`src/rtl/alu_wb_stage.sv`:
```
// Writeback staging for the 8-bit ALU: a 2-entry in-order elastic buffer feeding the
// register-file write port, with architectural flag update and bnez branch pulse on commit.
module alu_wb_stage #(
    parameter int W  = 8,
    parameter int A  = 3,
    parameter int RA = 3
) (
    input  logic          clk,
    input  logic          reset,
    input  logic          in_valid,
    output logic          in_ready,
    input  logic [W-1:0]  in_rslt,
    input  logic          in_sc,
    input  logic          in_pari,
    input  logic [A:0]    in_cmd,
    input  logic [RA-1:0] in_wr_addr,
    input  logic          in_wr_en,
    output logic          out_valid,
    input  logic          out_ready,
    output logic [W-1:0]  out_data,
    output logic [RA-1:0] out_addr,
    output logic          out_we,
    output logic          flag_zero,
    output logic          flag_pari,
    output logic          flag_carry,
    output logic          branch_taken,
    output logic [1:0]    occupancy
);

    localparam logic [A:0] CMD_XOR    = (A+1)'(1);
    localparam logic [A:0] CMD_BNEZ   = (A+1)'(2);
    localparam logic [A:0] CMD_ADD    = (A+1)'(3);
    localparam logic [A:0] CMD_LSHIFT = (A+1)'(4);
    localparam logic [A:0] CMD_RSHIFT = (A+1)'(5);
    localparam logic [A:0] CMD_PARI   = (A+1)'(8);
    localparam logic [A:0] CMD_OR     = (A+1)'(10);
    localparam logic [A:0] CMD_SUB    = (A+1)'(11);

    function automatic logic updates_flags(input logic [A:0] cmd);
        case (cmd)
            CMD_XOR, CMD_ADD, CMD_LSHIFT, CMD_RSHIFT,
            CMD_PARI, CMD_OR, CMD_SUB: updates_flags = 1'b1;
            default:                   updates_flags = 1'b0;
        endcase
    endfunction

    logic [W-1:0]  ent_data [2];
    logic          ent_sc   [2];
    logic          ent_pari [2];
    logic [A:0]    ent_cmd  [2];
    logic [RA-1:0] ent_addr [2];
    logic          ent_we   [2];

    logic [1:0] count;
    logic       head;
    logic       tail;
    logic       push;
    logic       pop;

    logic [W-1:0] head_data;
    logic [A:0]   head_cmd;

    assign in_ready  = !reset && (count < 2'd2);
    assign out_valid = (count != 2'd0);
    assign push      = in_valid && in_ready;
    assign pop       = out_valid && out_ready;
    assign occupancy = count;

    assign head_data = ent_data[head];
    assign head_cmd  = ent_cmd[head];

    // Outputs read as zero when empty so stale entries never leak to the register file.
    assign out_data = out_valid ? head_data : '0;
    assign out_addr = out_valid ? ent_addr[head] : '0;
    assign out_we   = out_valid && ent_we[head] && (head_cmd != CMD_BNEZ);

    // Payload storage carries no reset; visibility is governed entirely by count.
    always_ff @(posedge clk) begin
        if (push) begin
            ent_data[tail] <= in_rslt;
            ent_sc[tail]   <= in_sc;
            ent_pari[tail] <= in_pari;
            ent_cmd[tail]  <= in_cmd;
            ent_addr[tail] <= in_wr_addr;
            ent_we[tail]   <= in_wr_en;
        end
    end

    always_ff @(posedge clk or posedge reset) begin
        if (reset) begin
            count        <= 2'd0;
            head         <= 1'b0;
            tail         <= 1'b0;
            flag_zero    <= 1'b0;
            flag_pari    <= 1'b0;
            flag_carry   <= 1'b0;
            branch_taken <= 1'b0;
        end else begin
            if (push) tail <= ~tail;
            if (pop)  head <= ~head;
            case ({push, pop})
                2'b10:   count <= count + 2'd1;
                2'b01:   count <= count - 2'd1;
                default: count <= count;
            endcase
            branch_taken <= pop && (head_cmd == CMD_BNEZ) && head_data[0];
            if (pop && updates_flags(head_cmd)) begin
                flag_zero  <= (head_data == '0);
                flag_pari  <= ent_pari[head];
                flag_carry <= ent_sc[head];
            end
        end
    end

endmodule
```
`config.mk`:
```
export PLATFORM = sky130hd
export DESIGN_NAME = alu_wb_stage
export DESIGN_NICKNAME = d
export VERILOG_FILES = /design/src/rtl/alu_wb_stage.sv
export SDC_FILE = /design/constraint.sdc
export NUM_CORES = 1
export LEC_CHECK = 0
export BUFFER_PORTS_ARGS = -buffer_cell sky130_fd_sc_hd__buf_2
export CAP_MARGIN = 20
export CORE_MARGIN = 1.5
export CORE_UTILIZATION = 47
export CTS_CLUSTER_SIZE = 30
export DETAILED_ROUTE_END_ITERATION = 10
export PLACE_DENSITY_LB_ADDON = 0.08
export RECOVER_POWER = 25
export SLEW_MARGIN = 20
export SYNTH_ARGS = -nofsm -noshare
export SYNTH_HDL_FRONTEND = slang
export SYNTH_SLANG_ARGS = --single-unit
```
`constraint.sdc`:
```
create_clock -name clk -period 1.8 [get_ports clk]
set_input_delay 0 -clock clk [delete_from_list [all_inputs] [get_ports clk]]
set_output_delay 0 -clock clk [all_outputs]
set_load 0.02 [all_outputs]
```
# After elaboration in Yosys (flattened, before gate mapping)

Memories as Yosys holds them, arrays and structs flattened. A register that Yosys moved wholly into a read port is not among the register bits.
Index checks and enable logic that the tools add are counted.

Reduce and logical (&&, ||, !) cells: 13
Multiplexer cells: 6
Magnitude comparators: 1
Add/subtract/negate cells: 2
Eq/ne operators: 11
Bitwise logic cells: 2

Operators by type and width:

| operator                                          | number |
|---|---|
| == test 4 bit, second input constant              | 3 |
| == test 4 x 2 -> 1 bit, second input constant     | 2 |
| == test 4 x 3 -> 1 bit, second input constant     | 2 |
| logical AND 1 bit                                 | 8 |
| zero test 8 bit                                   | 1 |
| two-way mux 8 bit                                 | 1 |
| OR reduction 7 bit                                | 1 |
| == test 4 x 1 -> 1 bit, second input constant     | 1 |
| != test 4 x 2 -> 1 bit, second input constant     | 1 |
| case mux 2 bit (2 select lines)                   | 1 |
| nonzero test 2 bit                                | 2 |
| two-way mux 1 bit                                 | 3 |
| two-way mux 3 bit                                 | 1 |
| adder 2 x 1 -> 2 bit, second input constant       | 1 |
| == test 2 x 1 -> 1 bit, second input constant     | 1 |
| == test 2 bit, second input constant              | 1 |
| less-than comparator 2 bit, second input constant | 1 |
| NOT 1 bit                                         | 2 |
| subtractor 2 x 1 -> 2 bit, second input constant  | 1 |
| zero test 1 bit                                   | 1 |

Input port bits: 22
Output and inout bits: 20
Word-level logic and storage cells: 46
Memory bits (writable): 36
Bits in registers: 6
Memories kept: 6

Memory list:

| memory   | depth | bits a word | read ports | clocked after Yosys merged registers in | write ports | RTL line | source |
|---|---|---|---|---|---|---|---|
| ent_data | 2     | 8           | 1          | 0                                       | 1           | 47       | `logic [W-1:0] ent_data [2];` |
| ent_cmd  | 2     | 4           | 1          | 0                                       | 1           | 50       | `logic [A:0] ent_cmd [2];` |
| ent_addr | 2     | 3           | 1          | 0                                       | 1           | 51       | `logic [RA-1:0] ent_addr [2];` |
| ent_pari | 2     | 1           | 1          | 1                                       | 1           | 49       | `logic ent_pari [2];` |
| ent_sc   | 2     | 1           | 1          | 1                                       | 1           | 48       | `logic ent_sc [2];` |
| ent_we   | 2     | 1           | 1          | 0                                       | 1           | 52       | `logic ent_we [2];` |

# Logic depth before layout (Yosys ltp)

Word-level depth: 5
Gate-level depth with buffers: 8
Depth with buffers taken out: 8

# Worst setup path before layout

Ideal clock, no wire load.

Kind: register -> register
From: reg count[1], in the netlist occupancy[1]
To: mem ent_addr[0][0] (enable)
Path buffers: 0
Arrival time: 1.838 ns
Stages on the path, launching flop included: 4
Library setup time: 0.393 ns
Period minus slack after synthesis: 2.231 ns
Setup slack: -0.431 ns
Required time: 1.407 ns
Path through: dfrtp_1 > nor2_1 > nand2_1 > nor2_1

Word-level cells in the longest chain between the ends: 5

Ends and longest elaborated chain:

| what                                    | RTL line | source |
|---|---|---|
| from (decl)                             | 54       | `logic [1:0] count;` |
| from (signal assigned)                  | 102      | `2'b10: count <= count + 2'd1;` |
| from (signal assigned)                  | 103      | `2'b01: count <= count - 2'd1;` |
| from (signal assigned)                  | 104      | `default: count <= count;` |
| less-than comparator 2 bit              | 63       | `assign in_ready = !reset && (count < 2'd2);` |
| logical AND 1 bit                       | 63       |  |
| net in_ready                            | 11       | `output logic in_ready,` |
| logical AND 1 bit                       | 65       | `assign push = in_valid && in_ready;` |
| two-way mux 1 bit                       | 79       | `if (push) begin` |
| two-way mux 1 bit (implied by the code) | 84       | `ent_addr[tail] <= in_wr_addr;` |
| to (decl)                               | 51       |  |

The timed path passes the listed nets, and every way through them passes these cells.

# Worst setup path in the final report

From: reg head
To: reg flag_zero

Word-level cells in the longest chain between the ends: 5
Elaborated cells on any way between the ends: 13
Classes of those cells: eq/ne (7); mux (1); reduce/logical (3); memory (2)

Ends and longest elaborated chain:

| what                                                 | RTL line | source |
|---|---|---|
| from (decl)                                          | 55       | `logic head;` |
| from (signal assigned)                               | 100      | `if (pop) head <= ~head;` |
| memory read (2 x 4 bit)                              | --       |  |
| == test 4 x 1 -> 1 bit, or another cell as far along | 40       | `case (cmd)` |
| OR reduction 7 bit                                   | 40       |  |
| two-way mux 1 bit                                    | 40       |  |
| logical AND 1 bit                                    | 107      | `if (pop && updates_flags(head_cmd)) begin` |
| to (signal assigned)                                 | 108      | `flag_zero <= (head_data == '0);` |
| to (decl)                                            | 23       | `output logic flag_zero,` |

Parallel ways exist; a longest one is shown, timed or not.
A chain may end at the register's enable or synchronous reset.

==> summary.md <==
| Metric | Value |
|---|---|
| Worst setup EP type | `flip-flop` |
| Final Hold Fails | `0` |
| Most numerous cell in the Yosys netlist | `edfxtp_1` |
| DIE AREA | `4120 um^2` |
| Final #Nets | `approximately 200` |
| Largest cells by area after synthesis | `edfxtp_1 (61%), dfrtp_1 (11%), mux2i_1 (7.4%)` |
| RSZ-0062 raised after global routing | `no` |
| Synth top cells by count | `edfxtp_1 (36), nor2_1 (15), mux2i_1 (13), dfrtp_1 (8), mux2_2 (6)` |
| Clk_lat worst skew | `around 0.29 ns` |
| Die height | `about 64 um` |
| Cell type with the largest total area after synthesis | `edfxtp_1` |
| I/O pins | `42` |
| CTS Sinks | `44` |
| DR WL/cell | `approximately 14 um` |
| Synthesized Nets | `around 130` |
| Pins over their slew limit | `0` |
| Initial core utilization | `0.484` |
| Ys async rst share | `0.182` |
| Worst-Margin Slew | `between 0.3 and 0.4 ns` |
| Tmin final | `around 1.7 ns` |
| GPL Wtd Cong | `between 0.7 and 0.8` |
| DP Worst Slack | `about 0.041 ns` |
| Root buffer cell | `clkbuf_8` |
| Worst-case clock buffer depth | `2` |
| Grt ovf | `0` |
| Setup skew after layout | `around 0.0092 ns` |
| Layout cells sized above 1 | `0.352` |
| CP Data Arrival Time | `approximately 1.9 ns` |
| Area of the core | `between 3000 and 4000 um^2` |
| Residual DRC | `0` |
| Footprint of the multi-input gates | `about 450 um^2` |
| Run status | `finished clean` |
| Rows | `22` |
| Detail Route Antenna Nets | `0` |
| Vias | `1,130` |
| Net Sw Power | `around 1200 uW` |
| Die width | `about 64 um` |
| Register area | `~1300 um^2` |
| CP max FO | `8` |
| Synth Warn # | `0` |
| CTS tree | `yes` |
| Largest net degree at the start of global routing | `19` |
| PnR worst setup slack | `about 0.072 ns` |
| Vias in the first global route | `around 1,200` |
| Slew HR | `0.769` |
| CTS clk-pin slew, worst paths | `0.08 ns` |
| PortBufs | `slightly above 40` |
| H-tree level count | `2` |
| Internal | `2520 uW` |
| Worst hold path type | `in2reg` |
| Final setup viols | `0` |
| TNS Setup | `0 ns` |
| Via density | `4.91` |
| Main flop type after synthesis | `edfxtp_1` |
| GRT Overall Usage | `0.178` |
| Drt pass-1 iters | `3` |
| Part of the Yosys area used for sequential elements | `0.729` |
| # diodes | `0` |
| Initial antenna violation count | `0` |
| Critical path launch point type | `flip-flop` |
| Net Sw Frac | `0.314` |
| Max cap viols | `0` |
| Mapped Avg Cell Area | `15.8 um^2` |
| First-pass GRT wire length | `roughly 5200 um` |
| Post-Syn Area | `1760 um^2` |
| Fmax | `579 MHz` |
| Flop pwr share | `0.380` |
| Flops & latches, synth | `between 40 and 50` |
| Fin crit share | `0.960` |
| CP required | `roughly 2.0 ns` |
| 1st-iter DRT viols | `between 40 and 50` |
| Lkg Pwr | `~0.00098 uW` |
| Final WL | `between 3000 and 4000 um` |
| Cell variety after synth | `23` |
| Post-synth EDFFs | `36` |
| Synth Instances | `111` |
| WS Path Type | `reg2reg` |
| Clk pwr share | `0.274` |
| Area grow syn2layout | `38.4%` |
| Post-synth top area share | `0.615` |
| CTS buffer count | `5` |
| P per Cell Area | `about 1500 nW/um^2` |
| Fillers | `281` |
| Peak VDD IR | `approximately 1.0 mV` |
| Gate power share | `0.346` |
## kinds of logic (layout without fill, tap and decap cells)
group | after synthesis | in the layout | synth area share
adder cells (fa/ha/maj) | 1 | 1 | 0.00712
AO/OA/AOI/OAI | 3 | 3 | 0.0114
buffers and inverters | 6 | 77 | 0.0178
flip-flops | 44 | 44 | 0.729
XOR/XNOR | 5 | 5 | 0.0249
multiplexers | 19 | 19 | 0.112
AND/OR/NAND/NOR | 33 | 33 | 0.0975
## what timing repair did
| item | in CTS | in global routing |
|---|---|---|
| hold buffers | 19 | 0 |
| endpoints found under the hold margin | 44 | 0 |
| resized for setup | 0 | 2 |
| setup buffers | 0 | 1 |
| setup endpoints to repair | 0 | 4 |
## area by class of cell
class / count / share of cell area
Clock inverter: 3 / 0.0370
Tap cell: 48 / 0.0247
Clock buffer: 5 / 0.0283
Inverter: 3 / 0.00463
Timing Repair Buffer: 66 / 0.191
Multi-Input combinational cell: 61 / 0.187
Sequential cell: 44 / 0.528
## per-stage QoR
stage / hold WS (ns) / instances / cell area, um^2 / utilization / total power (uW)
6_report: 0.0635 / 230 / 2430 / 0.669 / 3670
5_1_grt: 0.0873 / 230 / 2430 / 0.669 / 3860
4_1_cts: 0.0534 / 229 / 2420 / 0.667 / 3690
3_5_place_dp: -0.0313 / 202 / 2080 / 0.571 / 2650
3_3_place_gp: -0.0366 / 202 / 2080 / 0.571 / 2630
2_1_floorplan: -0.184 / 111 / 1770 / - / 2240
## worst max-delay path, stage by stage (launching register included)
cell and delay, ns:
dfrtp_2 0.47, nor3_1 0.31, nor4_2 0.10, nor4_2 0.25
buf_4 0.17, mux2_2 0.32
## power groups by stage
stage / Sequential [uW] / Clock [uW] / Combinational (uW)
2_1_floorplan: 1440 / 0 / 801
3_3_place_gp: 1400 / 0 / 1230
3_5_place_dp: 1410 / 0 / 1230
4_1_cts: 1390 / 1030 / 1270
5_1_grt: 1410 / 1070 / 1380
6_report: 1390 / 1010 / 1270
## cells in the final DEF (no fill, tap or decap), drive strengths merged
cell,count
mux2,6
nand3,2
clkbuf,10
buf,42
inv,3
and3,1
xor2,1
dlygate4sd3,19
nor3b,1
o21a,1
a211oi,1
mux2i,13
nand3b,1
nor3,2
ha,1
nor2,15
edfxtp,36
o21ai,1
nand2,5
dfrtp,8
bufinv,3
nor4,6
xnor2,4
## routing by layer
layer	vias to the layer above	part of all wire	global-route usage
met3	2	0.045	0.0563
met2	28	0.56	0.323
li1	553	-	-
met1	547	0.39	0.189
met4	0	0.0067	0.0745
met5	-	0	0
## path summary, 6_finish.rpt
check | to | from | slack (ns) | cells past startpoint
worst max-delay path | flag_zero$_DFFE_PP0P_ | head$_DFFE_PP0P_ | 0.07 | 5
worst min-delay path | branch_taken$_DFF_PP0_ | out_ready | 0.06 | 3
worst max register to register | flag_zero$_DFFE_PP0P_ | head$_DFFE_PP0P_ | 0.07 | 5
worst min register to register | occupancy[0]$_DFFE_PP0P_ | occupancy[0]$_DFFE_PP0P_ | 0.52 | 1
max in group asynchronous | head$_DFFE_PP0P_ | reset | 1.33 | 3
min in group asynchronous | occupancy[0]$_DFFE_PP0P_ | reset | 0.21 | 3
## state kept, by name (all words and copies together) (netlist names)
| register | flops |
|---|---|
| flag_carry | 1 |
| flag_zero | 1 |
| ent_data | 16 |
| ent_addr | 6 |
| flag_pari | 1 |
| ent_pari | 2 |
| branch_taken | 1 |
| occupancy | 2 |
| ent_sc | 2 |
| tail | 1 |
| ent_we | 2 |
| ent_cmd | 8 |
| head | 1 |
Note: power is estimated with default switching activity, not from simulation.
